==> src/rtl/arcade_input_cond.sv <==
// Input conditioning ahead of control-port muxing: synchronizes and debounces
// both players' raw controls, shapes the coin line into frame-timed pulses, and edge-detects pause.
module arcade_input_cond #(
  parameter int unsigned NBITS       = 10,
  parameter int unsigned DB_LEN      = 4,
  parameter int unsigned COIN_FRAMES = 3,
  parameter int unsigned COIN_GAP    = 4
) (
  input  logic             clk_sys,
  input  logic             reset_n,
  input  logic             ce,
  input  logic             vblank,
  input  logic [NBITS-1:0] joy1_in,
  input  logic [NBITS-1:0] joy2_in,
  output logic [NBITS-1:0] joy1_out,
  output logic [NBITS-1:0] joy2_out,
  output logic             coin_out,
  output logic [7:0]       coin_cnt,
  output logic             pause_pulse
);

  localparam int unsigned CW        = 4;
  localparam int unsigned TBITS     = 2 * NBITS;
  localparam int unsigned COIN_BIT  = 8;
  localparam int unsigned PAUSE_BIT = 9;

  localparam logic [CW-1:0]    DB_LAST  = CW'(DB_LEN - 1);
  localparam logic [CW-1:0]    FRAMES_L = CW'(COIN_FRAMES);
  localparam logic [CW-1:0]    GAP_L    = CW'(COIN_GAP);
  localparam logic [NBITS-1:0] OUT_MASK = ~(NBITS'(1) << COIN_BIT);

  typedef enum logic [1:0] {
    IDLE   = 2'd0,
    ACTIVE = 2'd1,
    GAP    = 2'd2
  } state_t;

  logic [TBITS-1:0] joy_s1, joy_s2;
  logic             vb_s1, vb_s2, vb_d;
  logic [TBITS-1:0] db_q;
  logic             coin_prev, pause_prev;

  logic             vb_rise_c, coin_req_c, coin_lvl_c, pause_lvl_c, gap_done_c;

  state_t           state, state_n;
  logic [CW-1:0]    frm_cnt, frm_cnt_n;
  logic             pending, pending_n;
  logic             coin_out_n;
  logic [7:0]       coin_cnt_n;

  // Two-flop synchronizers for both players and vblank
  always_ff @(posedge clk_sys or negedge reset_n) begin
    if (!reset_n) begin
      joy_s1 <= '0;
      joy_s2 <= '0;
      vb_s1  <= 1'b0;
      vb_s2  <= 1'b0;
      vb_d   <= 1'b0;
    end else begin
      joy_s1 <= {joy2_in, joy1_in};
      joy_s2 <= joy_s1;
      vb_s1  <= vblank;
      vb_s2  <= vb_s1;
      vb_d   <= vb_s2;
    end
  end

  // Per-bit debounce: flips only after DB_LEN consecutive disagreeing samples
  for (genvar i = 0; i < TBITS; i++) begin : g_db
    logic [CW-1:0] cnt;
    logic          q;

    always_ff @(posedge clk_sys or negedge reset_n) begin
      if (!reset_n) begin
        cnt <= '0;
        q   <= 1'b0;
      end else if (ce) begin
        if (joy_s2[i] == q) begin
          cnt <= '0;
        end else if (cnt == DB_LAST) begin
          cnt <= '0;
          q   <= ~q;
        end else begin
          cnt <= cnt + CW'(1);
        end
      end
    end

    assign db_q[i] = q;
  end

  assign joy1_out = db_q[NBITS-1:0] & OUT_MASK;
  assign joy2_out = db_q[TBITS-1:NBITS] & OUT_MASK;

  assign coin_lvl_c  = db_q[COIN_BIT] | db_q[NBITS + COIN_BIT];
  assign pause_lvl_c = db_q[PAUSE_BIT] | db_q[NBITS + PAUSE_BIT];
  assign coin_req_c  = coin_lvl_c & ~coin_prev;
  assign vb_rise_c   = vb_s2 & ~vb_d;

  // Edge detectors on the merged player levels
  always_ff @(posedge clk_sys or negedge reset_n) begin
    if (!reset_n) begin
      coin_prev   <= 1'b0;
      pause_prev  <= 1'b0;
      pause_pulse <= 1'b0;
    end else begin
      coin_prev   <= coin_lvl_c;
      pause_prev  <= pause_lvl_c;
      pause_pulse <= pause_lvl_c & ~pause_prev;
    end
  end

  // Coin shaper state register
  always_ff @(posedge clk_sys or negedge reset_n) begin
    if (!reset_n) begin
      state    <= IDLE;
      frm_cnt  <= '0;
      pending  <= 1'b0;
      coin_out <= 1'b0;
      coin_cnt <= '0;
    end else begin
      state    <= state_n;
      frm_cnt  <= frm_cnt_n;
      pending  <= pending_n;
      coin_out <= coin_out_n;
      coin_cnt <= coin_cnt_n;
    end
  end

  // Coin shaper next state; a request coinciding with the gap exit is consumed there
  always_comb begin
    state_n    = state;
    frm_cnt_n  = frm_cnt;
    pending_n  = pending;
    coin_out_n = coin_out;
    coin_cnt_n = coin_cnt;
    gap_done_c = 1'b0;

    case (state)
      IDLE: begin
        if (coin_req_c) begin
          state_n    = ACTIVE;
          coin_out_n = 1'b1;
          frm_cnt_n  = '0;
          coin_cnt_n = coin_cnt + 8'd1;
        end
      end

      ACTIVE: begin
        if (coin_req_c) pending_n = 1'b1;
        if (vb_rise_c) begin
          if (frm_cnt + CW'(1) == FRAMES_L) begin
            state_n    = GAP;
            coin_out_n = 1'b0;
            frm_cnt_n  = '0;
          end else begin
            frm_cnt_n = frm_cnt + CW'(1);
          end
        end
      end

      GAP: begin
        gap_done_c = (GAP_L == '0) || (vb_rise_c && (frm_cnt + CW'(1) == GAP_L));
        if (coin_req_c) pending_n = 1'b1;
        if (vb_rise_c) frm_cnt_n = frm_cnt + CW'(1);
        if (gap_done_c) begin
          frm_cnt_n = '0;
          if (pending || coin_req_c) begin
            state_n    = ACTIVE;
            pending_n  = 1'b0;
            coin_out_n = 1'b1;
            coin_cnt_n = coin_cnt + 8'd1;
          end else begin
            state_n = IDLE;
          end
        end
      end

      default: begin
        state_n    = IDLE;
        coin_out_n = 1'b0;
        frm_cnt_n  = '0;
        pending_n  = 1'b0;
      end
    endcase
  end

endmodule

==> config.mk <==
export PLATFORM = sky130hd
export DESIGN_NAME = arcade_input_cond
export DESIGN_NICKNAME = d
export VERILOG_FILES = /design/src/rtl/arcade_input_cond.sv
export SDC_FILE = /design/constraint.sdc
export NUM_CORES = 1
export LEC_CHECK = 0
export CORE_ASPECT_RATIO = 1.1
export CORE_MARGIN = 8
export CORE_UTILIZATION = 55
export DETAILED_ROUTE_END_ITERATION = 10
export HOLD_SLACK_MARGIN = 0.05
export PLACE_DENSITY = 0.76
export SETUP_SLACK_MARGIN = 0.15
export SLEW_MARGIN = 15
export SYNTH_ARGS = -nofsm -noshare
export SYNTH_HDL_FRONTEND = slang
export SYNTH_SLANG_ARGS = --single-unit
==> constraint.sdc <==
create_clock -name clk_sys -period 2.6 [get_ports clk_sys]
set_input_delay 0.39 -clock clk_sys [delete_from_list [all_inputs] [get_ports clk_sys]]
set_output_delay 0.39 -clock clk_sys [all_outputs]
set_load 0.02 [all_outputs]
# Word level (Yosys, flattened, before mapping)
# Cells that the tools add are included.
# word_totals
reg_bits	162
inputBits	24
out_inout_bits	30
# classes
n_addsub	22
eq_ne	50
mux	66
bitwise_logic	48
reduce_logical	28
# ops
op	count
4-bit two-way mux	45
4-bit by 1-bit adder with 4-bit output (second input constant)	21
4-bit by 2-bit equality test with 1-bit output (second input constant)	21
3-bit AND reduction	21
1-bit inverter	43
8-bit two-way mux	3
1-bit equality test	20
8-bit one-hot mux with 2 select lines	1
4-bit one-hot mux with 3 select lines	1
2-bit != test (second input constant)	5
1-bit two-way mux	9
8-bit by 1-bit adder with 8-bit output (second input constant)	1
2-bit two-way mux	4
4-bit AND reduction	2
1-bit one-hot mux with 3 select lines	2
2-bit one-hot mux with 3 select lines	1
5-bit AND reduction	1
4-bit by 3-bit equality test with 1-bit output (second input constant)	1
1-bit AND	3
3-bit != test (second input constant)	1
2-bit by 1-bit equality test with 1-bit output (second input constant)	1
2-bit equality test (second input constant)	1
2-bit logical NOT	1
1-bit bitwise OR	2
other kinds (3)	3

# Longest topological paths before layout
# depth
depth_word	6
mapped_depth	7
ltp_nobuf	6

# Least setup slack after synthesis
# No wires, ideal clock.
# synth_path
path_type	flip-flop to flip-flop
start	register frm_cnt[0]
end	register coin_cnt[1]
setup_ns	0.125
arrival_ns	1.810
path_slack_ns	0.665
path_stages_with_launch	7
path_buffers	0
period_less_slack_ns	1.935
cell_sequence	dfrtp_1 > ha_1 > and2b_1 > a32oi_2 > nor3_2 > o21ai_2 > mux2_4
# synth_between
elab_chain_cells	5
# synth_rtl
element	line	text
start, declared	46	logic [CW-1:0] frm_cnt, frm_cnt_n;
start signal, assigned	123	frm_cnt <= frm_cnt_n;
4-bit by 1-bit adder with 4-bit output	163	gap_done_c = (GAP_L == '0) || (vb_rise_c && (frm_cnt + CW'(1) == GAP_L));
4-bit by 3-bit equality test with 1-bit output	163	
1-bit logical AND	163	
2-bit != test (no line)	-	
4-bit AND reduction (no line)	-	
end signal, assigned	126	coin_cnt <= coin_cnt_n;
end, declared	18	output logic [7:0] coin_cnt,
# No other way between the ends.
# A chain may end at the register's enable or synchronous reset.

# Final worst setup path
# Ends and elaborated chain as after synthesis.

==> results.md <==
* Residual DRC at 0
* Most common cell in the netlist: dfrtp_1
* Post-route antenna net violation count at 0
* Hold crit path type: flip-flop to flip-flop
* CTS tree: built
* Commonest cells post-synth: dfrtp_1, inv_1, o21ai_0
* Number of cells produced by synthesis at 653
* Total CTS buffers at 17
* Hold EP: joy_s2[5]
* Pre-CTS setup slack at between 0.4 and 0.5 ns
* GP Congestion at 0.7533
* Core area at 13160 sq um
* Top delay family on crit path: simple AND/OR/NAND/NOR gates
* Top_reg_cell synth: dfrtp_1
* Max VDD drop at roughly 480 uV
* Clock latency at the later pin of the worst-skew pair at 0.42 ns
* Reg-to-reg endpoint: coin_cnt[1]
* GRT Total Usage at 16.51%
* Cell area after synthesis at around 7400 sq um
* Slew Limit Fails at 0
* Least-Margin Pin Slew at between 0.6 and 0.7 ns
* GR peak layer: met2
* R2R depth at 6
* TritonRoute pass-1 iters at 4
* Largest net degree at the start of global routing at between 100 and 150
* Vias in the first global route at between 5000 and 6000
* LEAKAGE at about 3.8 nW
* Final setup margin at 0.3881 ns
* Hold path depth at 0
* Post-CTS sizing at 0
* Fin. Hold Viols at 0
* Outcome: finished clean
* Final hold slack at 0.3433 ns
* Setup TNS at 0 ns
* Grt met1 use at 17.96%
* Total congestion overflow at 0
* Initial antenna violation count at 0
* H-tree Lvls at 4
* Critical path data arrival time at 2.51 ns
* Seq pwr share at 41.4%
* Multi-input logic area at 2928 sq um
* Post-CTS Setup Bufs at 0
* CP max-delay cell: nor3_2
* Worst-path cell chain: ha_1 > and2b_1 > a32oi_2 > nor3_2 > o21ai_2 > mux2_4
* R2r setup slk at 0.39 ns
* I/O Pins at 54
* Share of the synthesized area in the top cell type at around 55%
* Worst setup SP type: flip-flop
* Yosys warns at 0
* Met3 Use GR at 4.220%
* Via-to-Cell Ratio at 5.878
* Detailed Route WL at 13200 um
* FF+latch count, synth at between 150 and 200
* Final critical-path required period at 2.212 ns
* Clock Sink Count at 162
* CP max FO at 8
* Post-synth EDFFs at 0
* Switching portion of total power at 33.08%
* Post-DP HPWL at 8751 um
* Area Overhead vs Synth at 16.42%
* Starting Density at between 50% and 60%
* Post-layout net count at 744
* Global-route wire length before repair at between 20000 and 25000 um
* 1st-iter DRT viols at 290
* Clk buf depth at 2
* Die Ht at 137.6 um
* Clock transition at path regs at 0.06 ns
* WS Path Type: flip-flop to flip-flop
* Hold Path Origin: joy_s1[5]
* WL/cell at approximately 15 um
* Die X at 126.5 um
* P_sw at 2.975 mW
* DIE AREA at ~17000 sq um
* I/O Buffers at 51
* Grt met2 use at a little under 30%
* Synth area leaders: dfrtp_1, ha_1, o21ai_0
* Share of cells above drive strength 1 at 9.645%
* Finished Core Util at 65.40%
* Sequential share of the synthesized area at 54.85%
* Tcrit/Tclk final at 85.07%
* Clock power frac at between 20% and 30%
* Critical Path Sink Type: flip-flop
* Post-synth cell types at 56
* Slew headroom at 53.51%
* Post-route cell area at 8605 sq um
* Cell Rows at 44
* Max Cap Viol at 0
* Final Setup Violations at 0
* Register area at 4054 sq um
* DR vias at 5090
* Worst R2R Start: frm_cnt[0]
* Biggest area consumer among synthesized cells: dfrtp_1
* CP bufs+invs at 0
* Worst clock skew at between 0.01 and 0.015 ns
* Fmax at 452.1 MHz
* CTS Root Cell: clkbuf_16
* WP data required at 2.90 ns
* Power per cell area at 1045 nW/um^2
* Fillers at between 900 and 1000
* Crit path largest cell delay at 0.47 ns
* RSZ-0062 raised after global routing: false
* Placed Area at 7969 sq um
* Logic pwr share at 29.8%
* Power Internal at 6.019 mW
* Mean post-synth cell area at 11.32 sq um
* Antenna fix cells at 0
* Asr flop ratio synth at 100.0%
[routing by layer]
layer | up-vias | share of wire, %
li1 | 2422 | -
met1 | 2583 | 42
met2 | 74 | 53
met3 | 11 | 3.6
met4 | 0 | 1.0
met5 | - | 0
[final cells by class]
| class | instances | area share, % |
|---|---|---|
| multi-input cells | 403 | 34.03 |
| well taps | 161 | 2.341 |
| clock inverters | 8 | 1.440 |
| inverters | 51 | 2.225 |
| clock buffers | 24 | 5.831 |
| flip-flops and latches | 162 | 47.11 |
| repair buffers | 57 | 7.023 |
[per-stage QoR]
stage                     cells  total power [mW]
after floorplan             654             5.685
after global placement      833             6.251
after detailed placement    833             6.440
after CTS                   866             9.099
after global routing        866             9.597
final                       866             8.994
[power groups by stage]
stage,sequential [mW],clock (mW),combinational [mW]
4_1_cts,3.72,2.66,2.71
6_report,3.72,2.59,2.68
3_5_place_dp,3.76,0,2.68
2_1_floorplan,3.69,0,1.99
3_3_place_gp,3.71,0,2.54
5_1_grt,3.82,2.77,3.01
[worst max-delay path by stage]
stage / from / depth (start not counted) / slack (ns) / end
final: frm_cnt[0] / 6 / 0.39 / coin_cnt[1]
after global routing: frm_cnt[0] / 6 / 0.28 / coin_cnt[7]
after CTS: frm_cnt[0] / 6 / 0.42 / coin_cnt[1]
after detailed placement: frm_cnt[0] / 6 / 0.47 / coin_cnt[1]
after global placement: frm_cnt[0] / 6 / 0.54 / coin_cnt[1]
after floorplan: frm_cnt[0] / 6 / 0.66 / coin_cnt[1]
[state kept, by name, summed over array words and instances (netlist names), 2 cells and up]
register / flops
frm_cnt: 4
joy_s2: 20
g_db.cnt: 80
joy_s1: 20
coin_cnt: 8
state: 2
g_db.q: 20
[kinds of logic after synthesis]
family          share of synthesized area, %
simple gates                           11.48
other cells                          0.05074
xor+xnor                               3.200
compound gates                         14.25
flops                                  54.85
buf+inv                                5.586
fa+ha+maj                              4.740
mux                                    5.840
[cell usage in the layout (no fill, tap or decap), types with 6 or more instances in the layout]
| cell | synthesis | routed |
|---|---|---|
| dfrtp_1 | 162 | 162 |
| inv_1 | 51 | 50 |
| o21ai_0 | 49 | 49 |
| clkdlybuf4s50_1 | 0 | 49 |
| nand2_1 | 44 | 44 |
| nand3_1 | 30 | 30 |
| ha_1 | 28 | 28 |
| mux2_2 | 20 | 20 |
| xor2_1 | 18 | 18 |
| o311ai_0 | 18 | 18 |
| mux2i_1 | 18 | 18 |
| nor2b_1 | 17 | 17 |
| clkbuf_16 | 0 | 17 |
| nor4_1 | 16 | 16 |
| o2bb2ai_1 | 14 | 14 |
| nor2_1 | 13 | 13 |
| o31ai_1 | 13 | 13 |
| nor3_1 | 12 | 12 |
| xnor2_1 | 9 | 9 |
| a32o_1 | 9 | 9 |
| nor3b_1 | 8 | 8 |
| a211o_1 | 7 | 7 |
| o41ai_1 | 6 | 6 |
[worst reg2reg max path, stage by stage (launching register included)]
cell     delay [ns]
dfrtp_1        0.46
ha_1           0.29
and2b_1        0.24
a32oi_2        0.14
nor3_2         0.47
o21ai_2        0.17
mux2_4         0.32
[what timing repair did]
item	in CTS	in global routing
setup endpoints to repair	0	0
hold buffers	1	0
endpoints found under the hold margin	67	0
(Power assumes the default switching activity.)
